## config.mk

```make
export PLATFORM = sky130hd
export DESIGN_NAME = pwm_capture_flat
export DESIGN_NICKNAME = d
export VERILOG_FILES = /design/src/rtl/fanctrl_pkg.sv /design/src/rtl/pwm_capture_if.sv /design/src/rtl/sync_edge_detect.sv /design/src/rtl/pwm_capture.sv /design/src/flat_wrapper.sv
export SDC_FILE = /design/constraint.sdc
export NUM_CORES = 1
export LEC_CHECK = 0
export CAP_MARGIN = 20
export CORE_ASPECT_RATIO = 1.2
export CORE_MARGIN = 1
export CORE_UTILIZATION = 56
export CTS_CLUSTER_SIZE = 12
export DETAILED_ROUTE_END_ITERATION = 16
export GPL_ROUTABILITY_DRIVEN = 0
export PLACE_DENSITY_LB_ADDON = 0.05
export SLEW_MARGIN = 0
export SYNTH_ARGS = -nofsm -noshare
export SYNTH_HDL_FRONTEND = slang
export SYNTH_HIERARCHICAL = 1
export SYNTH_SLANG_ARGS = --single-unit
export TNS_END_PERCENT = 50
```

## constraint.sdc

```tcl
create_clock -name clk_i -period 2.4 [get_ports clk_i]
set_clock_uncertainty 0.15 [all_clocks]
set_input_delay 0.36 -clock clk_i [delete_from_list [all_inputs] [get_ports clk_i]]
set_output_delay 0.36 -clock clk_i [all_outputs]
set_load 0.02 [all_outputs]
```

## src/rtl/fanctrl_pkg.sv

```systemverilog
// Shared fan-control definitions: capture FSM states, counter width
// defaults and the all-ones saturation helper.
package fanctrl_pkg;

  localparam int unsigned CNT_BITWIDTH_DEF = 8;
  localparam int unsigned SYNC_STAGES_DEF  = 2;

  typedef enum logic [1:0] {
    IDLE    = 2'd0,
    MEASURE = 2'd1,
    STUCK   = 2'd2
  } cap_state_e;

  // Largest value a counter of the given width can hold.
  function automatic int unsigned cnt_max(input int unsigned bits);
    return (32'd1 << bits) - 32'd1;
  endfunction

  localparam int unsigned CNT_MAX_DEF = cnt_max(CNT_BITWIDTH_DEF);

endpackage

```

## src/rtl/pwm_capture_if.sv

```systemverilog
// Result bundle of the PWM capture block: measured period/high time,
// report strobe, stuck flag and synchronized line level.
interface pwm_capture_if
  import fanctrl_pkg::*;
#(
  parameter int unsigned W = CNT_BITWIDTH_DEF
);
  logic [W-1:0] period_o;
  logic [W-1:0] high_o;
  logic         valid_o;
  logic         stuck_o;
  logic         level_o;

  modport master (output period_o, high_o, valid_o, stuck_o, level_o);
  modport slave  (input  period_o, high_o, valid_o, stuck_o, level_o);
endinterface

```

## src/rtl/sync_edge_detect.sv

```systemverilog
// Multi-flop synchronizer with a previous-level flop; rise/fall are
// suppressed until the whole pipeline has been refilled after reset.
module sync_edge_detect
  import fanctrl_pkg::*;
#(
  parameter int unsigned SYNC_STAGES = SYNC_STAGES_DEF
) (
  input  logic clk_i,
  input  logic rst_i,
  input  logic async_i,
  output logic rise_o,
  output logic fall_o,
  output logic level_o
);

  logic [SYNC_STAGES-1:0] sync_q;
  logic                   prev_q;
  logic [SYNC_STAGES:0]   primed_q;
  logic                   sync_lvl;

  assign sync_lvl = sync_q[SYNC_STAGES-1];

  // primed_q fills with ones; its top bit rises once prev_q holds real data.
  always_ff @(posedge clk_i) begin
    if (rst_i) begin
      sync_q   <= '0;
      prev_q   <= 1'b0;
      primed_q <= '0;
    end else begin
      sync_q   <= {sync_q[SYNC_STAGES-2:0], async_i};
      prev_q   <= sync_lvl;
      primed_q <= {primed_q[SYNC_STAGES-1:0], 1'b1};
    end
  end

  assign rise_o  = primed_q[SYNC_STAGES] &  sync_lvl & ~prev_q;
  assign fall_o  = primed_q[SYNC_STAGES] & ~sync_lvl &  prev_q;
  assign level_o = sync_lvl;

endmodule

```

## src/rtl/pwm_capture.sv

```systemverilog
// Measures period and high time of an incoming PWM in clock cycles and
// flags a line that has stopped toggling.
module pwm_capture
  import fanctrl_pkg::*;
#(
  parameter int unsigned CNT_BITWIDTH = CNT_BITWIDTH_DEF,
  parameter int unsigned SYNC_STAGES  = SYNC_STAGES_DEF
) (
  input  logic             clk_i,
  input  logic             rst_i,
  input  logic             pwm_i,
  pwm_capture_if.master    cap_if
);

  localparam int unsigned           CNT_MAX_I = cnt_max(CNT_BITWIDTH);
  localparam logic [CNT_BITWIDTH-1:0] CNT_MAX = CNT_MAX_I[CNT_BITWIDTH-1:0];
  localparam logic [CNT_BITWIDTH-1:0] ONE     = {{(CNT_BITWIDTH-1){1'b0}}, 1'b1};

  logic rise;
  logic fall;
  logic level;

  sync_edge_detect #(
    .SYNC_STAGES (SYNC_STAGES)
  ) u_sync (
    .clk_i   (clk_i),
    .rst_i   (rst_i),
    .async_i (pwm_i),
    .rise_o  (rise),
    .fall_o  (fall),
    .level_o (level)
  );

  cap_state_e              state_q, state_d;
  logic [CNT_BITWIDTH-1:0] cnt_q, cnt_d;
  logic [CNT_BITWIDTH-1:0] hi_q, hi_d;
  logic [CNT_BITWIDTH-1:0] period_q, period_d;
  logic [CNT_BITWIDTH-1:0] high_q, high_d;
  logic                    valid_q, valid_d;
  logic                    stuck_q, stuck_d;

  logic                    at_max;
  logic [CNT_BITWIDTH-1:0] hi_inc;
  logic [CNT_BITWIDTH-1:0] timeout_high;

  assign at_max       = (cnt_q == CNT_MAX);
  assign hi_inc       = {{(CNT_BITWIDTH-1){1'b0}}, level};
  assign timeout_high = level ? CNT_MAX : '0;

  always_ff @(posedge clk_i) begin
    if (rst_i) begin
      state_q  <= IDLE;
      cnt_q    <= '0;
      hi_q     <= '0;
      period_q <= '0;
      high_q   <= '0;
      valid_q  <= 1'b0;
      stuck_q  <= 1'b0;
    end else begin
      state_q  <= state_d;
      cnt_q    <= cnt_d;
      hi_q     <= hi_d;
      period_q <= period_d;
      high_q   <= high_d;
      valid_q  <= valid_d;
      stuck_q  <= stuck_d;
    end
  end

  // A rise always takes precedence over the timeout, so a period of exactly
  // CNT_MAX is reported normally. Counters saturate by entering STUCK.
  always_comb begin
    state_d  = state_q;
    cnt_d    = cnt_q;
    hi_d     = hi_q;
    period_d = period_q;
    high_d   = high_q;
    valid_d  = 1'b0;
    stuck_d  = stuck_q;
    case (state_q)
      IDLE: begin
        if (rise) begin
          state_d = MEASURE;
          cnt_d   = ONE;
          hi_d    = ONE;
        end else if (at_max) begin
          state_d  = STUCK;
          period_d = CNT_MAX;
          high_d   = timeout_high;
          valid_d  = 1'b1;
          stuck_d  = 1'b1;
        end else begin
          cnt_d = cnt_q + ONE;
        end
      end
      MEASURE: begin
        if (rise) begin
          period_d = cnt_q;
          high_d   = hi_q;
          valid_d  = 1'b1;
          stuck_d  = 1'b0;
          cnt_d    = ONE;
          hi_d     = ONE;
        end else if (at_max) begin
          state_d  = STUCK;
          period_d = CNT_MAX;
          high_d   = timeout_high;
          valid_d  = 1'b1;
          stuck_d  = 1'b1;
        end else begin
          cnt_d = cnt_q + ONE;
          hi_d  = hi_q + hi_inc;
        end
      end
      STUCK: begin
        if (rise) begin
          state_d = MEASURE;
          cnt_d   = ONE;
          hi_d    = ONE;
        end else if (fall) begin
          high_d  = '0;
          valid_d = 1'b1;
        end
      end
      default: begin
        state_d = IDLE;
      end
    endcase
  end

  assign cap_if.period_o = period_q;
  assign cap_if.high_o   = high_q;
  assign cap_if.valid_o  = valid_q;
  assign cap_if.stuck_o  = stuck_q;
  assign cap_if.level_o  = level;

endmodule

```

## src/flat_wrapper.sv

```systemverilog
// flat-port wrapper written by rule: the top's interface ports become plain ports
module pwm_capture_flat import fanctrl_pkg::*;
#(
  parameter int unsigned CNT_BITWIDTH = CNT_BITWIDTH_DEF,
  parameter int unsigned SYNC_STAGES  = SYNC_STAGES_DEF
)
  (clk_i, rst_i, pwm_i, cap_if_period_o, cap_if_high_o, cap_if_valid_o, cap_if_stuck_o, cap_if_level_o);
  pwm_capture_if #(.W((8))) cap_if_i ();
  input  logic clk_i;
  input  logic rst_i;
  input  logic pwm_i;
  output wire logic [$bits(cap_if_i.period_o)-1:0] cap_if_period_o;
  output wire logic [$bits(cap_if_i.high_o)-1:0] cap_if_high_o;
  output wire logic [$bits(cap_if_i.valid_o)-1:0] cap_if_valid_o;
  output wire logic [$bits(cap_if_i.stuck_o)-1:0] cap_if_stuck_o;
  output wire logic [$bits(cap_if_i.level_o)-1:0] cap_if_level_o;
  assign cap_if_period_o = cap_if_i.period_o;
  assign cap_if_high_o = cap_if_i.high_o;
  assign cap_if_valid_o = cap_if_i.valid_o;
  assign cap_if_stuck_o = cap_if_i.stuck_o;
  assign cap_if_level_o = cap_if_i.level_o;
  pwm_capture #(.CNT_BITWIDTH(CNT_BITWIDTH), .SYNC_STAGES(SYNC_STAGES)) u_core (.clk_i(clk_i), .rst_i(rst_i), .pwm_i(pwm_i), .cap_if(cap_if_i));
endmodule
```

==> results of run 1 <==
[Yosys cell counts, types with 2 or more instances]
library cell / instances / share of area
a211oi_1: 5 / 0.017
nand3b_1: 2 / 0.0069
nor3_1: 7 / 0.016
o21ai_0: 6 / 0.014
and3b_1: 2 / 0.0080
nor2_1: 11 / 0.019
o211ai_1: 13 / 0.045
inv_1: 6 / 0.010
or3_1: 4 / 0.011
clkbuf_1: 8 / 0.014
nand2_1: 11 / 0.019
nand2b_1: 12 / 0.034
a31o_1: 2 / 0.0080
o31ai_1: 2 / 0.0069
buf_2: 4 / 0.0092
nand4b_1: 3 / 0.012
a21oi_1: 15 / 0.034
and3_1: 2 / 0.0057
a21o_1: 2 / 0.0069
o221a_2: 8 / 0.041
ha_1: 7 / 0.040
and4_1: 2 / 0.0080
a31oi_1: 3 / 0.0086
mux2i_1: 2 / 0.0092
nor2b_1: 19 / 0.055
nand3_1: 12 / 0.028
or4_1: 3 / 0.010
dfxtp_1: 42 / 0.39
or2_2: 2 / 0.0057
nand4_1: 4 / 0.011
o2bb2ai_1: 8 / 0.032
a21boi_0: 8 / 0.028
[sequential cells by signal (all words and copies together), names as in the netlist]
name / count
u_core/cap_if.stuck_o: 1
u_core/cap_if.valid_o: 1
u_core/cap_if.period_o: 8
u_core/cap_if.high_o: 8
u_core/u_sync/sync_q: 2
u_core/hi_q: 8
u_core/u_sync/prev_q: 1
u_core/u_sync/primed_q: 3
u_core/cnt_q: 8
u_core/state_q: 2
[kinds of logic (layout without fill, tap and decap cells)]
kind of cell               after synthesis  in the layout  synth area share
and+or+nand+nor                         99             99            0.2645
muxes                                    2              2          0.009180
buffers and inverters                   19             44           0.03500
AOI/OAI and AO/OA                       78             78            0.2656
adders and majority gates                7              7           0.04016
DFF                                     42             42            0.3855
[worst max-delay path by stage]
stage	start	end	slack (ns)	cells past startpoint
finish	u_core/state_q[0]	u_core/hi_q[6]	0.15	6
global placement	u_core/state_q[0]	u_core/hi_q[6]	0.25	6
floorplan	u_core/u_sync/sync_q[1]	u_core/hi_q[6]	0.43	6
detailed placement	u_core/state_q[0]	u_core/hi_q[6]	0.25	6
global route	u_core/state_q[0]	u_core/hi_q[6]	0.04	6
CTS	u_core/state_q[0]	u_core/hi_q[6]	0.19	6
[per-layer routing]
layer,vias up,share of wire,global-route usage
met3,10,0.030,0.05185
met5,-,0,0
met4,0,0.022,0.1190
met2,39,0.51,0.4583
li1,979,-,-
met1,947,0.44,0.3168
[power breakdown]
group	leakage, nW	internal, mW	switching, mW
registers	0.340	0.708	0.00935
clock network	0.0573	0.333	0.236
logic	0.519	0.0271	0.0352
total	0.916	1.07	0.280
[stage by stage]
step / power, mW / cells / utilization / setup slack (ns) / hold WS, ns
after floorplan: 0.7718 / 247 / - / 0.4324 / 0.2638
after global placement: 0.7945 / 317 / 0.6741 / 0.2547 / 0.2688
after detailed placement: 0.7956 / 317 / 0.6741 / 0.2524 / 0.2810
after CTS: 1.356 / 324 / 0.7046 / 0.1872 / 0.2988
after global routing: 1.393 / 324 / 0.7046 / 0.03504 / 0.3101
final: 1.348 / 324 / 0.7046 / 0.1455 / 0.2941
[area by class of cell]
| cell class | instances | area [um^2] |
|---|---|---|
| inverter | 6 | 22.52 |
| sequential | 42 | 840.8 |
| tap | 52 | 65.06 |
| timing repair buffer | 31 | 297.8 |
| fill | 319 | 1091 |
| clock buffer | 6 | 82.58 |
| clock inverter | 1 | 30.03 |
| multi-input combinational | 186 | 1264 |
==> summary.md, run 1 <==
| Metric | Value |
|---|---|
| YS warnings | `6` |
| Cts hold-fix bufs | `0` |
| Final ANT Viol Nets | `0` |
| CTS root buffer | `clkbuf_8` |
| Io pins | `22` |
| Critical Path RT | `~2.5 ns` |
| Final HPWL DP | `~3500 um` |
| Post-DR vias/cell | `approximately 6.1` |
| Kind of cell adding the most delay to the critical path | `simple AND/OR/NAND/NOR gates` |
| Initial antenna violation count | `0` |
| Final nets | `282` |
| Min-delay src | `u_core/u_sync/primed_q[0]` |
| Pleak | `between 0.9 and 1 nW` |
| Num CTS Buffers | `5` |
| H-tree depth | `2` |
| TritonCTS clock tree | `done` |
| Iteration-0 DRC Markers | `between 100 and 150` |
| Critical path arrival | `2.33 ns` |
| Initial core utilization | `0.5904` |
| P&R area growth vs syn | `19.33%` |
| Largest net degree at the start of global routing | `29` |
| N_diodes | `0` |
| DR WL/cell | `about 15 um` |
| Clock transition at the registers of the reported paths | `about 0.070 ns` |
| # clock sinks | `42` |
| Critical Path Slowest Stage Cell | `or4_1` |
| Fmax | `between 400 and 500 MHz` |
| Design Area, Final | `about 0.0026 mm^2` |
| DIE HEIGHT | `70.36 um` |
| Crit-path max cell delay | `between 0.5 and 0.6 ns` |
| Most common cell after layout, fill and taps aside | `dfxtp_1` |
| Post-DP Area | `~0.0025 mm^2` |
| Gr usage total | `0.2684` |
| Hold depth | `1` |
| Crit Path Class | `flop to flop` |
| Setup-failing EPs final | `0` |
| Crit path cell chain | `inv_1 -> ha_1 -> nor3_1 -> o211ai_1 -> or4_1 -> a21oi_1` |
| TNS Setup | `0 ns` |
| Reg-to-reg startpoint | `u_core/state_q[0]` |
| VDD IR-drop max | `roughly 0.47 mV` |
| Yosys reg bits | `42` |
| RSZ-0062 raised after global routing | `no` |
| Syn avg cell area | `8.829 um^2` |
| CP Max Fanout | `11` |
| Crit start category | `flop` |
| R2R Path End | `u_core/hi_q[6]` |
| Clock Latency Late Sink | `0.30 ns` |
| Drt pass-1 iters | `4` |
| Synthesized instance count | `roughly 250` |
| Max clock buf depth | `2` |
| Max-cap violations | `0` |
| Netlist cell types | `42` |
| Post-synth EDFFs | `0` |
| Asr flop ratio synth | `0` |
| Critical Path Sink Type | `flop` |
| FF-to-FF setup slack | `~0.15 ns` |
| Postcts setup bufs | `0` |
| Hold Violations, Final | `0` |
| Drt drc | `0` |
| Via count | `slightly below 2000` |
| Fin crit period | `between 2 and 2.5 ns` |
| R2R cell count | `6` |
| Outcome | `finished clean` |
| PortBufs | `21` |
| Die extent in x | `58.97 um` |
| Commonest cells after routing, fill and taps aside | `42 x dfxtp_1, 21 x clkdlybuf4s50_1, 19 x nor2b_1` |
| Prevailing post-synth register cell | `dfxtp_1` |
| Cell Area, Synth | `between 0.002 and 0.0025 mm^2` |
| Vias in the first global route | `roughly 1900` |
| Worst-Margin Slew | `0.5935 ns` |
| Slew headroom | `0.6043` |
| Register area share after synthesis | `0.3855` |
| GR Overflow Total | `0` |
| Crit path buf inv count | `1` |
| Die area | `~0.0041 mm^2` |
| PD cells | `517.9 mW/mm^2` |
| Std cell rows | `24` |
| First-pass GRT wire length | `8625 um` |
| Worst Hold Class | `flop to flop` |
| Post-CTS sizing | `0` |
| Max-slew violations | `0` |
| Hold EP | `u_core/u_sync/primed_q[1]` |
| Layout cells sized above 1 | `0.1140` |
| Syn Nets | `approximately 260` |
| Core ar. | `about 0.0037 mm^2` |
| Tcrit/Tclk final | `0.9394` |
| Routed wire length | `4900 um` |
Power figures use the tool's default switching activity.
==> inputs of run 2 (changes only) <==
--- a/config.mk
+++ b/config.mk
@@ -5,8 +5,9 @@
 export SDC_FILE = /design/constraint.sdc
 export NUM_CORES = 1
 export LEC_CHECK = 0
+export ABC_AREA = 0
 export CAP_MARGIN = 20
-export CORE_ASPECT_RATIO = 1.2
+export CORE_ASPECT_RATIO = 1.1
 export CORE_MARGIN = 1
 export CORE_UTILIZATION = 56
 export CTS_CLUSTER_SIZE = 12
@@ -16,6 +17,5 @@
 export SLEW_MARGIN = 0
 export SYNTH_ARGS = -nofsm -noshare
 export SYNTH_HDL_FRONTEND = slang
-export SYNTH_HIERARCHICAL = 1
 export SYNTH_SLANG_ARGS = --single-unit
 export TNS_END_PERCENT = 50
==> run 2 against run 1 <==
  * Register-to-register slack better by 0.08 ns
  * Setup slack better by 0.076 ns
  * Global-route usage shrank 1.2 points
  * Routed wire length decreased by 5.5%
  * Final cell count shrank 5.6%
==> summary.md, run 2 <==
| Metric | Value |
|---|---|
| Outcome | `finished clean` |
| Worst-Margin Slew | `0.4914 ns (-0.1022 ns)` |
| Iteration-0 DRC Markers | `116 (+6.4%)` |
| P&R area growth vs syn | `15.06%` |
| Final HPWL DP | `3376 um (-2.8%)` |
| Clk network pwr share | `0.355 (-0.067)` |
| Drt pass-1 iters | `4 (unchanged)` |
| Hold depth | `1 (unchanged)` |
| Vias in the first global route | `1572 (-18%)` |
| Area of the multi-input gates | `0.001159 mm^2 (-8.3%)` |
| Most frequent cells after synthesis | `42 x dfxtp_1, 18 x o21ai_0, 16 x inv_1, 13 x nor2_1` |
| Register area share after synthesis | `0.3969 (+0.01139)` |
| Drt drc | `0 (unchanged)` |
| Yosys reg bits | `42 (unchanged)` |
| RSZ-0062 raised after global routing | `no` |
| DR WL/cell | `15.13 um (about the same)` |
| Slew headroom | `0.6706 (+0.06632)` |
| Setup ws final | `0.2212 ns (+0.07574 ns)` |
| Io pins | `22 (unchanged)` |
| Critical path arrival | `2.19 ns (-0.14 ns)` |
| Area contributors post-synth | `dfxtp_1 40%, o21ai_0 4.3%, o221a_2 4.3%` |
| Die area | `0.004033 mm^2 (-2.8%)` |
| R2R cell count | `6 (unchanged)` |
| Die extent in x | `60.64 um (+2.8%)` |
| Fin crit period | `2.179 ns (-0.07574 ns)` |
| Post-DR vias/cell | `6.085 (-0.18%)` |
| Max clock buf depth | `2 (unchanged)` |
| TNS Setup | `0 ns (unchanged)` |
| P_sw | `0.2794 mW (-0.27%)` |
| Initial core utilization | `0.5842 (-0.006251)` |
| # clock sinks | `42 (unchanged)` |
| Worst Hold Class | `flop to flop` |
| Asr flop ratio synth | `0 (unchanged)` |
| Setup-failing EPs final | `0 (unchanged)` |
| DIE HEIGHT | `66.51 um (-5.5%)` |
| Pleak | `0.8858 nW (-3.3%)` |
| Clock transition at the registers of the reported paths | `0.07 ns (about the same)` |
| Layout cells sized above 1 | `0.09766 (-0.01631)` |
| Fmax | `459.0 MHz (+3.5%)` |
| Syn Nets | `248 (-3.5%)` |
| Routed wire length | `4629 um (-5.5%)` |
| Post-CTS sizing | `0 (unchanged)` |
| Worst hold margin | `0.2931 ns (-0.0009700 ns)` |
| YS warnings | `0 (-6)` |
| Comb pwr share | `0.057 (+0.011)` |
| Final ANT Viol Nets | `0 (unchanged)` |
| Std cell rows | `23 (-4.2%)` |
| Crit Path Class | `flop to flop` |
| Critical Path Sink Type | `flop` |
| Postcts setup bufs | `0 (unchanged)` |
| Cts hold-fix bufs | `0 (unchanged)` |
| Hold Violations, Final | `0 (unchanged)` |
| Net Sw Frac | `0.2246 (+0.01677)` |
| PortBufs | `21 (unchanged)` |
| Clock Latency Late Sink | `0.29 ns (about the same)` |
| Initial antenna violation count | `0 (unchanged)` |
| Final nets | `267 (-5.3%)` |
| H-tree depth | `2 (unchanged)` |
| Most frequent cell after synthesis | `dfxtp_1` |
| Via count | `1862 (-5.7%)` |
| P_int | `0.9644 mW (-9.7%)` |
| Netlist cell types | `50 (+19%)` |
| VDD IR-drop max | `0.4096 mV (-12%)` |
| First-pass GRT wire length | `7638 um (-11%)` |
| Layout fillers | `321 (+0.63%)` |
| Cell Area, Synth | `0.002118 mm^2 (-2.9%)` |
| Sequential share of power | `0.588 (+0.056)` |
| Max-slew violations | `0 (unchanged)` |
| Tcrit/Tclk final | `0.9078 (-0.03156)` |
| Commonest cells after routing, fill and taps aside | `42 x dfxtp_1, 21 x clkdlybuf4s50_1, 18 x o21ai_0` |
| Gr usage total | `0.2566 (-0.01182)` |
| TritonCTS clock tree | `done` |
| Max-cap violations | `0 (unchanged)` |
| GR Overflow Total | `0 (unchanged)` |
| Crit start category | `flop` |
| Num CTS Buffers | `5 (unchanged)` |
| CTS root buffer | `clkbuf_8` |
| FF+latch area | `840.8 um^2 (unchanged)` |
| CP Max Fanout | `8 (-3)` |
| Syn avg cell area | `8.900 um^2 (+0.80%)` |
| Post-synth EDFFs | `0 (unchanged)` |
| Critical Path RT | `2.42 ns (-0.06 ns)` |
| Prevailing post-synth register cell | `dfxtp_1` |
| Synthesized instance count | `238 (-3.6%)` |
| N_diodes | `0 (unchanged)` |
| Largest net degree at the start of global routing | `14 (-52%)` |
| Area share of the largest cell type after synthesis | `0.3969 (+0.01139)` |
| Most common cell after layout, fill and taps aside | `dfxtp_1` |
| Most area-hungry cell type in the Yosys netlist | `dfxtp_1` |
| Dpl ws | `0.2443 ns (-0.008056 ns)` |
| Core ar. | `0.003626 mm^2 (-1.8%)` |
| PD cells | `510.3 mW/mm^2 (-1.5%)` |
==> run 2: cell types whose count changed in the layout (fill, tap and decap cells not counted), sizes merged, moves of 4 or more <==
cell,delta
nor2b,-13
o21ai,+12
nand2b,-11
o211ai,-11
inv,+10
o32ai,+10
a21boi,-7
buf,-7
o21ba,+7
o2bb2ai,-7
a21oi,-5
a211oi,-4
o22a,+4
==> run 2: metrics by stage <==
step                        util  power [mW]  std cells  area, um^2
after detailed placement  0.6494      0.8172        300        2355
after floorplan                -      0.7936        238        2118
after CTS                 0.6722       1.250        306        2437
final                     0.6722       1.244        306        2437
after global routing      0.6722       1.297        306        2437
after global placement    0.6494      0.8162        300        2355
==> run 2: cells by family after synthesis <==
logic type,count (synthesis),share of synthesized area
adders and majority gates,7,0.04134
AOI/OAI and AO/OA,80,0.2859
buffers and inverters,28,0.05611
DFF,42,0.3969
and+or+nand+nor,80,0.2150
muxes,1,0.004726
==> run 2: path summary, 6_finish.rpt <==
check             slack (ns)                 startpoint                   endpoint
setup / recovery        0.22          u_core.state_q[0]    u_core.cap_if.high_o[2]
hold / removal          0.29  u_core.u_sync.primed_q[1]  u_core.u_sync.primed_q[2]
setup reg to reg        0.22          u_core.state_q[0]    u_core.cap_if.high_o[2]
hold reg to reg         0.29  u_core.u_sync.primed_q[1]  u_core.u_sync.primed_q[2]
==> run 2: worst max-delay path, stage by stage, from the launching register on <==
cell and delay, ns:
dfxtp_1 0.39, inv_1 0.10, ha_1 0.30, and4b_1 0.26, or4b_4 0.53, o21ba_1 0.24, o32ai_1 0.08
==> run 2: layout make-up <==
class / instances / share of cell area
tap: 50 / 0.02567
timing repair buffer: 24 / 0.09548
inverter: 16 / 0.02464
clock buffer: 6 / 0.03388
multi-input combinational: 168 / 0.4754
sequential: 42 / 0.3450
==> run 2: power by group through the flow <==
stage                     clock [mW]  sequential (mW)  combinational (mW)
after floorplan                    0            0.737              0.0565
after global placement             0            0.747              0.0692
after detailed placement           0            0.747              0.0697
after CTS                      0.449            0.731              0.0701
after global routing           0.486            0.734              0.0768
final                          0.441            0.732              0.0705
==> run 2: metal layers <==
layer  vias up  global-route usage  wire, um  share of wire
met5         -                   0         0              0
met4         0             0.09375        68          0.015
met3         6             0.05825       238          0.051
met2        56              0.3571      1995           0.43
met1       864              0.3792      2326           0.50
li1        936                   -         -              -
==> inputs of run 3 (changes only) <==
--- a/config.mk
+++ b/config.mk
@@ -9,7 +9,7 @@
 export CAP_MARGIN = 20
 export CORE_ASPECT_RATIO = 1.1
 export CORE_MARGIN = 1
-export CORE_UTILIZATION = 56
+export CORE_UTILIZATION = 50
 export CTS_CLUSTER_SIZE = 12
 export DETAILED_ROUTE_END_ITERATION = 16
 export GPL_ROUTABILITY_DRIVEN = 0
==> constraint.sdc (replaced) <==
create_clock -name clk_i -period 1.95 [get_ports clk_i]
set_clock_uncertainty 0.15 [all_clocks]
set_input_delay 0.2925 -clock clk_i [delete_from_list [all_inputs] [get_ports clk_i]]
set_output_delay 0.2925 -clock clk_i [all_outputs]
set_load 0.02 [all_outputs]
==> run 3 against run 2 <==
  * Maximum frequency up 12%
  * Non-clock buffer count is 31 higher
  * Clock-buffer cell count rose by 2
  * Cell area is 14% higher
  * Critical endpoint is now u_core.cap_if.high_o[7]
  * Largest cell class unchanged
==> summary.md, run 3 (synthesis gave the netlist of run 2 again) <==
| Metric | Value |
|---|---|
| Outcome | `finished clean` |
| Core ar. | `0.004024 mm^2 (+11%)` |
| Std cell rows | `24 (+4.3%)` |
| Design Area, Final | `0.002768 mm^2 (+14%)` |
| Setup-failing EPs final | `0 (unchanged)` |
| Pleak | `1.038 nW (+17%)` |
| P_sw | `0.3773 mW (+35%)` |
| Crit-path max cell delay | `0.57 ns (+0.04 ns)` |
| P_int | `1.293 mW (+34%)` |
| Vias in the first global route | `1833 (+17%)` |
| Max clock buf depth | `2 (unchanged)` |
| Final HPWL DP | `3722 um (+10%)` |
| DR WL/cell | `15.31 um (+1.2%)` |
| Die area | `0.004501 mm^2 (+12%)` |
| Met2 wire len | `2288 um (+15%)` |
| Clk network pwr share | `0.394 (+0.039)` |
| WL met3 | `242 um (+1.7%)` |
| Sequential share of power | `0.535 (-0.053)` |
| Clock transition at the registers of the reported paths | `0.08 ns (about the same)` |
| Critical path arrival | `1.97 ns (-0.22 ns)` |
| Num CTS Buffers | `5 (unchanged)` |
| Max-slew violations | `0 (unchanged)` |
| DIE HEIGHT | `70.27 um (+5.7%)` |
| Die extent in x | `64.06 um (+5.6%)` |
| Routed wire length | `5220 um (+13%)` |
| Most common cell after layout, fill and taps aside | `dfxtp_1` |
| Tcrit/Tclk final | `0.9978 (+0.08997)` |
| # clock sinks | `42 (unchanged)` |
| Clock Latency Late Sink | `0.30 ns (about the same)` |
| Layout Utilization | `0.6878 (+0.01562)` |
| Crit path buf inv count | `1 (unchanged)` |
| Top routing layer in use | `met4` |
| Net Sw Frac | `0.2259 (+0.001331)` |
| P&R area growth vs syn | `30.66%` |
| PD cells | `603.4 mW/mm^2 (+18%)` |
| Post-DP Area | `0.002571 mm^2 (+9.2%)` |
| RSZ-0062 raised after global routing | `yes` |
| Drt pass-1 iters | `4 (unchanged)` |
| Commonest cells after routing, fill and taps aside | `39 x dfxtp_1, 34 x buf_4, 21 x clkdlybuf4s50_1` |
| TritonCTS clock tree | `done` |
| Worst Hold Class | `flop to flop` |
| Worst-Margin Slew | `0.4062 ns (-0.08518 ns)` |
| Initial antenna violation count | `0 (unchanged)` |
| Drt drc | `0 (unchanged)` |
| Fmax | `513.9 MHz (+12%)` |
| Kind of cell adding the most delay to the critical path | `simple AND/OR/NAND/NOR gates` |
| Final ANT Viol Nets | `0 (unchanged)` |
| Crit start category | `flop` |
| Critical Path Sink Type | `flop` |
| Total power draw | `1.670 mW (+34%)` |
| Hold Violations, Final | `0 (unchanged)` |
| N_diodes | `0 (unchanged)` |
| Iteration-0 DRC Markers | `190 (+64%)` |
| GR Overflow Total | `0 (unchanged)` |
| H-tree depth | `2 (unchanged)` |
| Initial core utilization | `0.5264 (-0.05777)` |
| First-pass GRT wire length | `8825 um (+16%)` |
| Max-cap violations | `0 (unchanged)` |
| Routed length on met1 | `2624 um (+13%)` |
| CTS root buffer | `clkbuf_8` |
| Slew headroom | `0.7276 (+0.05694)` |
| Critical Path Slowest Stage Cell | `or4b_4` |
| Comb pwr share | `0.071 (+0.014)` |
| Fin crit period | `1.946 ns (-0.2331 ns)` |
| CP Max Fanout | `8 (unchanged)` |
| Crit Path Class | `flop to flop` |
| Largest net degree at the start of global routing | `13 (-1)` |
| Via count | `2006 (+7.7%)` |
| VDD IR-drop max | `0.5670 mV (+38%)` |
| PortBufs | `21 (unchanged)` |
| Io pins | `22 (unchanged)` |
| Critical Path RT | `1.98 ns (-0.44 ns)` |
| Layout cells sized above 1 | `0.2595 (+0.1619)` |
| Gr usage total | `0.2502 (-0.006444)` |
| Crit path cell chain | `inv_2 -> ha_4 -> and4b_1 -> or4b_4 -> o21ba_1 -> o32ai_1` |
| Post-DR vias/cell | `5.883 (-3.3%)` |
| Final nets | `298 (+12%)` |
[run 3: power by group through the flow]
stage	Clock, mW	Sequential (mW)	Combinational, mW
final	0.657	0.894	0.119
after global routing	0.695	0.897	0.129
after CTS	0.667	0.894	0.115
after detailed placement	0	0.914	0.112
after global placement	0	0.914	0.112
after floorplan	0	0.907	0.0696
[run 3: cell type report]
class,instances,area (um^2)
timing repair buffer,55,465.4
tap,52,65.06
fill,326,1256
inverter,16,60.06
sequential,42,844.6
clock buffer,8,110.1
multi-input combinational,168,1222
[run 3: path summary, 6_finish.rpt]
check,startpoint,endpoint,slack (ns),cells after the start
worst min-delay path,u_core.u_sync.sync_q[0],u_core.u_sync.sync_q[1],0.29,1
worst max register to register,u_core.state_q[1],u_core.cap_if.high_o[7],0.004,6
worst min register to register,u_core.u_sync.sync_q[0],u_core.u_sync.sync_q[1],0.29,1
worst max-delay path,u_core.state_q[1],u_core.cap_if.high_o[7],0.004,6
[run 3: per-stage QoR]
step	hold WS (ns)	cells	setup WS [ns]	TNS, ns
after global placement	0.2678	330	-0.02378	-0.1641
after detailed placement	0.2778	330	-0.05783	-0.5817
final	0.2919	341	0.004276	0
after CTS	0.3002	339	0.0009904	0
after global routing	0.3048	341	-0.06029	-0.4262
after floorplan	0.2638	238	0.01409	0
[run 3: worst register-to-register path: stages (launching register included)]
cell     delay, ns
dfxtp_2       0.36
inv_2         0.06
ha_4          0.17
and4b_1       0.19
or4b_4        0.57
o21ba_1       0.25
o32ai_1       0.07
[run 3: metal layers]
| metal | global-route usage | up-vias |
|---|---|---|
| met5 | 0 | - |
| met4 | 0.06818 | 0 |
| met3 | 0.04902 | 6 |
| met2 | 0.3700 | 60 |
| met1 | 0.3663 | 936 |
| li1 | - | 1004 |
[run 3: what timing repair did]
action | 4_1_cts | 5_1_grt
hold buffers | 0 | 0
setup buffers | 1 | 2
gates resized for setup | 8 | 10
setup endpoints to repair | 17 | 12
pin swaps | 1 | 3
